## src/rtl/multi_cam_capture.sv

```systemverilog
// multi_cam_capture
//   NUM_CAMS independent camera capture channels on one pixel clock. Each
//   channel synchronises its raw camera bus, assembles 16-bit pixels from
//   byte pairs, optionally converts them to 8-bit greyscale, and drives a
//   frame-buffer write port. Freeze and greyscale selection are latched at
//   frame boundaries. Malformed lines and frames set a sticky error flag.
//   A pairing pulse fires once every channel has completed a frame.
//
// Ports
//   clk_pixel_in     pixel clock (only clock)
//   rst_in           synchronous active-high reset
//   cam_data_in      raw bytes, channel k at [8k+7:8k]
//   cam_sync_in      raw sync, channel k: [3k]=pclk [3k+1]=vsync [3k+2]=href
//   freeze_in        per-channel freeze request (sampled at frame boundary)
//   gray_mode_in     0 = RGB565, 1 = greyscale (sampled at frame boundary)
//   wr_addr_out      per-channel buffer write address
//   wr_data_out      per-channel buffer write data
//   wr_en_out        per-channel single-cycle write strobe
//   frame_done_out   per-channel single-cycle end-of-frame pulse
//   frame_count_out  per-channel wrapping completed-frame counter
//   frozen_out       per-channel latched freeze state
//   frame_err_out    per-channel sticky malformed-frame flag
//   pair_ready_out   pulse when all channels have completed a frame
module multi_cam_capture #(
  parameter int NUM_CAMS    = 2,
  parameter int H_PIXELS    = 320,
  parameter int V_PIXELS    = 240,
  parameter int ADDR_WIDTH  = 17,
  parameter int SYNC_STAGES = 2,
  parameter int FC_WIDTH    = 6
) (
  input  logic                             clk_pixel_in,
  input  logic                             rst_in,
  input  logic [NUM_CAMS*8-1:0]            cam_data_in,
  input  logic [NUM_CAMS*3-1:0]            cam_sync_in,
  input  logic [NUM_CAMS-1:0]              freeze_in,
  input  logic                             gray_mode_in,
  output logic [NUM_CAMS*ADDR_WIDTH-1:0]   wr_addr_out,
  output logic [NUM_CAMS*16-1:0]           wr_data_out,
  output logic [NUM_CAMS-1:0]              wr_en_out,
  output logic [NUM_CAMS-1:0]              frame_done_out,
  output logic [NUM_CAMS*FC_WIDTH-1:0]     frame_count_out,
  output logic [NUM_CAMS-1:0]              frozen_out,
  output logic [NUM_CAMS-1:0]              frame_err_out,
  output logic                             pair_ready_out
);

  typedef enum logic [1:0] {
    WAIT_VSYNC,
    LINE_IDLE,
    BYTE_HI,
    BYTE_LO
  } chan_state_t;

  localparam logic [10:0] H_LIM = 11'(H_PIXELS);
  localparam logic [9:0]  V_LIM = 10'(V_PIXELS);

  // Y = (77*R8 + 150*G8 + 29*B8) >> 8 on a 16-bit intermediate.
  function automatic logic [7:0] to_gray(input logic [15:0] px);
    logic [15:0] r8, g8, b8, y;
    r8 = {8'h00, px[15:11], 3'b000};
    g8 = {8'h00, px[10:5], 2'b00};
    b8 = {8'h00, px[4:0], 3'b000};
    y  = 16'd77 * r8 + 16'd150 * g8 + 16'd29 * b8;
    return 8'(y >> 8);
  endfunction

  logic [NUM_CAMS-1:0] frame_done_v;
  logic [NUM_CAMS-1:0] pending;
  logic                pair_all;

  for (genvar k = 0; k < NUM_CAMS; k++) begin : g_chan
    logic [SYNC_STAGES-1:0][10:0] sync_q;
    logic [10:0]                  raw;
    logic [2:0]                   ctl_d;
    logic [7:0]                   byte_s;
    logic                         pclk_s, vsync_s, href_s;
    logic                         pclk_rise, vsync_rise, href_fall;

    chan_state_t           state;
    logic [10:0]           hcount;
    logic [9:0]            vcount;
    logic [7:0]            hi_byte;
    logic                  wr_en_q;
    logic [ADDR_WIDTH-1:0] wr_addr_q;
    logic [15:0]           wr_data_q;
    logic                  frame_done_q;
    logic [FC_WIDTH-1:0]   frame_count_q;
    logic                  frozen_q;
    logic                  gray_q;
    logic                  err_q;

    assign raw = {cam_sync_in[3*k +: 3], cam_data_in[8*k +: 8]};

    always_ff @(posedge clk_pixel_in) begin
      if (rst_in) begin
        sync_q <= '0;
        ctl_d  <= '0;
      end else begin
        sync_q <= {sync_q[SYNC_STAGES-2:0], raw};
        ctl_d  <= sync_q[SYNC_STAGES-1][10:8];
      end
    end

    assign byte_s     = sync_q[SYNC_STAGES-1][7:0];
    assign pclk_s     = sync_q[SYNC_STAGES-1][8];
    assign vsync_s    = sync_q[SYNC_STAGES-1][9];
    assign href_s     = sync_q[SYNC_STAGES-1][10];
    assign pclk_rise  = pclk_s & ~ctl_d[0];
    assign vsync_rise = vsync_s & ~ctl_d[1];
    assign href_fall  = ~href_s & ctl_d[2];

    always_ff @(posedge clk_pixel_in) begin
      if (rst_in) begin
        state         <= WAIT_VSYNC;
        hcount        <= '0;
        vcount        <= '0;
        hi_byte       <= '0;
        wr_en_q       <= 1'b0;
        wr_addr_q     <= '0;
        wr_data_q     <= '0;
        frame_done_q  <= 1'b0;
        frame_count_q <= '0;
        frozen_q      <= 1'b0;
        gray_q        <= 1'b0;
        err_q         <= 1'b0;
      end else begin
        wr_en_q      <= 1'b0;
        frame_done_q <= 1'b0;
        if (state == WAIT_VSYNC) begin
          if (vsync_rise) begin
            state    <= LINE_IDLE;
            frozen_q <= freeze_in[k];
            gray_q   <= gray_mode_in;
          end
        end else if (vsync_rise) begin
          if (vcount != V_LIM) err_q <= 1'b1;
          frame_done_q  <= 1'b1;
          frame_count_q <= frame_count_q + FC_WIDTH'(1);
          hcount        <= '0;
          vcount        <= '0;
          frozen_q      <= freeze_in[k];
          gray_q        <= gray_mode_in;
          state         <= LINE_IDLE;
        end else if (href_fall && (state == BYTE_HI || state == BYTE_LO)) begin
          // A half pixel left in BYTE_LO is simply dropped here.
          if (hcount != '0 && vcount != '1) vcount <= vcount + 10'd1;
          if (hcount != H_LIM) err_q <= 1'b1;
          hcount <= '0;
          state  <= LINE_IDLE;
        end else if (pclk_rise && href_s) begin
          case (state)
            // The edge that opens a line already carries the upper byte,
            // so LINE_IDLE captures it exactly as BYTE_HI would.
            LINE_IDLE, BYTE_HI: begin
              hi_byte <= byte_s;
              state   <= BYTE_LO;
            end
            BYTE_LO: begin
              if (hcount < H_LIM && vcount < V_LIM && !frozen_q) begin
                wr_en_q   <= 1'b1;
                wr_addr_q <= ADDR_WIDTH'(32'(vcount) * 32'(H_PIXELS) + 32'(hcount));
                wr_data_q <= gray_q ? {8'h00, to_gray({hi_byte, byte_s})}
                                    : {hi_byte, byte_s};
              end
              if (hcount != '1) hcount <= hcount + 11'd1;
              state <= BYTE_HI;
            end
            default: ;
          endcase
        end
      end
    end

    assign wr_en_out[k]                             = wr_en_q;
    assign wr_addr_out[k*ADDR_WIDTH +: ADDR_WIDTH]  = wr_addr_q;
    assign wr_data_out[k*16 +: 16]                  = wr_data_q;
    assign frame_done_out[k]                        = frame_done_q;
    assign frame_done_v[k]                          = frame_done_q;
    assign frame_count_out[k*FC_WIDTH +: FC_WIDTH]  = frame_count_q;
    assign frozen_out[k]                            = frozen_q;
    assign frame_err_out[k]                         = err_q;
  end

  // A done arriving in the pairing cycle is consumed by that pulse.
  assign pair_all       = &(pending | frame_done_v);
  assign pair_ready_out = pair_all;

  always_ff @(posedge clk_pixel_in) begin
    if (rst_in) begin
      pending <= '0;
    end else if (pair_all) begin
      pending <= '0;
    end else begin
      pending <= pending | frame_done_v;
    end
  end

endmodule

```

## config.mk

```make
export PLATFORM = sky130hd
export DESIGN_NAME = multi_cam_capture
export DESIGN_NICKNAME = d
export VERILOG_FILES = /design/src/rtl/multi_cam_capture.sv
export SDC_FILE = /design/constraint.sdc
export NUM_CORES = 1
export LEC_CHECK = 0
export ABC_AREA = 1
export BUFFER_PORTS_ARGS = -buffer_cell sky130_fd_sc_hd__buf_4
export CAP_MARGIN = 20
export CORE_MARGIN = 8
export CORE_UTILIZATION = 44
export CTS_BUF_LIST = sky130_fd_sc_hd__clkbuf_4 sky130_fd_sc_hd__clkbuf_8
export CTS_CLUSTER_SIZE = 10
export DETAILED_ROUTE_END_ITERATION = 10
export GPL_TIMING_DRIVEN = 0
export PLACE_DENSITY = 0.64
export SLEW_MARGIN = 20
export SYNTH_ARGS = -nofsm -noshare
export SYNTH_HDL_FRONTEND = slang
export SYNTH_SLANG_ARGS = --single-unit
export TNS_END_PERCENT = 10
```

## constraint.sdc

```tcl
create_clock -name clk_pixel_in -period 7.4 [get_ports clk_pixel_in]
set_clock_uncertainty 0.15 [all_clocks]
set_input_delay 0.74 -clock clk_pixel_in [delete_from_list [all_inputs] [get_ports clk_pixel_in]]
set_output_delay 0.74 -clock clk_pixel_in [all_outputs]
set_load 0.01 [all_outputs]
```

==> metrics.txt <==
Worst Tran Pin Value 0.977 ns; Pint about 1.9 mW; WL/cell 15.0 um; Syn-to-layout area delta 15.0%; final core utilization about half; Starting DRT DRC Count around 770; EDFF count, synth 0; Hold WS 0.229 ns; Final Power 2.53 mW; Min-Delay Path Class flip-flop to flip-flop; CP Data Arrival Time 5.36 ns; clk root buf clkbuf_8; Post-DRT Antenna Nets 0; die width 200 um; CTS Buf Count 37; vias in the first global route 12900; pre-CTS WS 2.26 ns; Seq/Total Area, Yosys 27.1%; Post-CTS Setup Repair Bufs 0; crit-path max FO 6; Reg2Reg Launch Point g_chan[1].hi_byte[6]$_SDFFE_PP0P_; CTS tree done; Fillers 3294; DRT Pass-1 Iters 6; Net Count, Synth 2302; WP data required 7.61 ns; all-layer global routing usage between 10% and 20%; Placeable Area around 33000 um2; Critical R2R Capture g_chan[1].wr_data_q[7]$_SDFFE_PP0P_; Die H 200 um; cell area power density 148 nW/um2; Clk pwr share 47.3%; Routed WL between 30 and 40 mm; Critical Path Start Type flip-flop; cell count after placement 2573; final global-route overflow total 0; die area 40000 um2; initial antenna violation count 0; switch share ~25%; slowest CP cell fa_1; Max Cap Viol 0; Final Max Slew Viols 0; Syn Inst Count just over 2000; Final Hold Fails 0; first-pass GRT wire length 64.4 mm; Seq pwr share 44.0%; DR vias about 13000; layout cells sized above 1 11.6%; Most used DFF post-synth dfxtp_1; I/O pin count 114; capture point of the worst path g_chan[1].wr_data_q[7]$_SDFFE_PP0P_; Yosys reg bits 202; Max VDD drop 0.000112 V; post_cts resized 0; clk sinks 202; Final Cycle Share 69.6%; DRC violations left 0; Lkg Pwr 8.84 nW; largest net degree at the start of global routing 11; Sw Pwr 0.643 mW; Avg Vias per Cell 5.03; Layout Cells excl Fill 2637; Hold Buf Count CTS 0; WS Path Type flip-flop to flip-flop; setup TNS 0 ns; RSZ-0062 raised after global routing no; n_diodes 0; reg2reg path depth 25; Ys Warns 0; Comb pwr share 8.7%; Mapped Avg Cell Area 7.40 um2; Netlist cell types 49; status finished clean; Max clock buf depth 3; PortBufs between 100 and 150; Post-DP Area 16300 um2; Initial Util 44.5%; H-Tree Depth 2; flop-to-flop setup slack 2.25 ns; Final Instance Area 17100 um2; # setup viols final 0; fmax 0.194 GHz; clk slew on worst S/H paths 0.07 ns; worst setup margin 2.25 ns; CP max stage delay 0.55 ns; RePlAce Congestion 0.894; Nets around 2500; Worst slew margin 34.8%; Final HPWL DP between 30 and 40 mm; origin of the worst setup path g_chan[1].hi_byte[6]$_SDFFE_PP0P_; most frequent CP cell nand2_1; Rows 67; clk_lat worst skew 0.53 ns; asr flop ratio synth 0%; Post-Syn Area 14900 um2; post-layout min period 5.15 ns; CP Capture Type flip-flop
critical path: cells and delay by family (launching register included):
family	cells	cell delay (ns)
fa+ha+maj	6	2.36
simple gates	9	0.76
compound gates	4	0.70
flops	1	0.52
buf+inv	5	0.36
xor+xnor	1	0.14
layout make-up:
type,count,area (um2),area share (%)
clock buffer,59,749,4.38
tap,448,561,3.27
sequential,202,4040,23.6
multi-input combinational,1436,9360,54.6
buffer,54,289,1.69
clock inverter,5,81.3,0.475
timing repair buffer,112,841,4.91
inverter,321,1200,7.03
worst min path at each step:
stage | startpoint | cells past startpoint | endpoint | slack (ns)
after global routing | g_chan[0].sync_q[3]$_SDFF_PP0_ | 2 | g_chan[0].byte_s[3]$_SDFF_PP0_ | 0.24
after global placement | g_chan[1].sync_q[3]$_SDFF_PP0_ | 2 | g_chan[1].byte_s[3]$_SDFF_PP0_ | 0.24
final | g_chan[0].sync_q[0]$_SDFF_PP0_ | 2 | g_chan[0].byte_s[0]$_SDFF_PP0_ | 0.23
after detailed placement | g_chan[1].sync_q[3]$_SDFF_PP0_ | 2 | g_chan[1].byte_s[3]$_SDFF_PP0_ | 0.24
after CTS | cam_data_in[1] | 3 | g_chan[0].sync_q[1]$_SDFF_PP0_ | 0.23
after floorplan | g_chan[0].sync_q[0]$_SDFF_PP0_ | 2 | g_chan[0].byte_s[0]$_SDFF_PP0_ | 0.24
per-layer routing:
metal,vias up,track usage [%],part of all wire (%)
met5,-,0,0
met2,336,32.2,44
met3,63,3.64,6.8
met1,6074,26.5,47
li1,6791,-,-
met4,0,5.45,2.2
sequential cells by signal, indices dropped and copies added, names as in the netlist, 6 cells and up:
register              cells
g_chan.byte_s            16
g_chan.ctl_d              6
g_chan.frame_count_q     12
g_chan.hcount            22
g_chan.hi_byte           16
g_chan.sync_q            24
g_chan.vcount            20
g_chan.wr_addr_q         34
g_chan.wr_data_q         32
cells in the final DEF (no fill, tap or decap), types with 25 or more instances in the layout:
cell,netlist,layout
o21ai_0,42,42
a21oi_1,186,186
buf_4,12,124
nand4_1,29,29
dfxtp_1,202,202
xor2_1,50,50
ha_1,216,216
nor3_1,25,25
inv_1,309,309
clkbuf_1,26,26
nand2_1,335,335
nor2_1,251,251
clkbuf_8,0,49
o21ai_1,31,31
fa_1,46,46
nand3_1,111,111
synthesized netlist by cell type (29+ instances only):
master | instances | area (um2)
fa_1 | 46 | 921
dfxtp_1 | 202 | 4040
xor2_1 | 50 | 438
o21ai_1 | 31 | 155
nand3_1 | 111 | 556
nand4_1 | 29 | 181
ha_1 | 216 | 2700
a21oi_1 | 186 | 931
inv_1 | 309 | 1160
o21ai_0 | 42 | 210
nand2_1 | 335 | 1260
nor2_1 | 251 | 942
kinds of logic (layout without fill, tap and decap cells):
group / after synthesis / in the layout / share of synthesized area (%)
DFF: 202 / 202 / 27.1
AOI/OAI and AO/OA: 296 / 296 / 10.7
buffers and inverters: 375 / 551 / 10.0
adders and majority gates: 262 / 262 / 24.3
xor gates and xnor gates: 72 / 72 / 4.23
and+or+nand+nor: 806 / 806 / 23.6
power groups by stage:
stage	Sequential [mW]	Combinational (mW)	Clock, mW
after floorplan	1.13	0.151	0
after global placement	1.14	0.215	0
after detailed placement	1.14	0.219	0
after CTS	1.12	0.221	1.23
after global routing	1.12	0.253	1.27
final	1.12	0.220	1.20
Power figures use the tool's default switching activity.
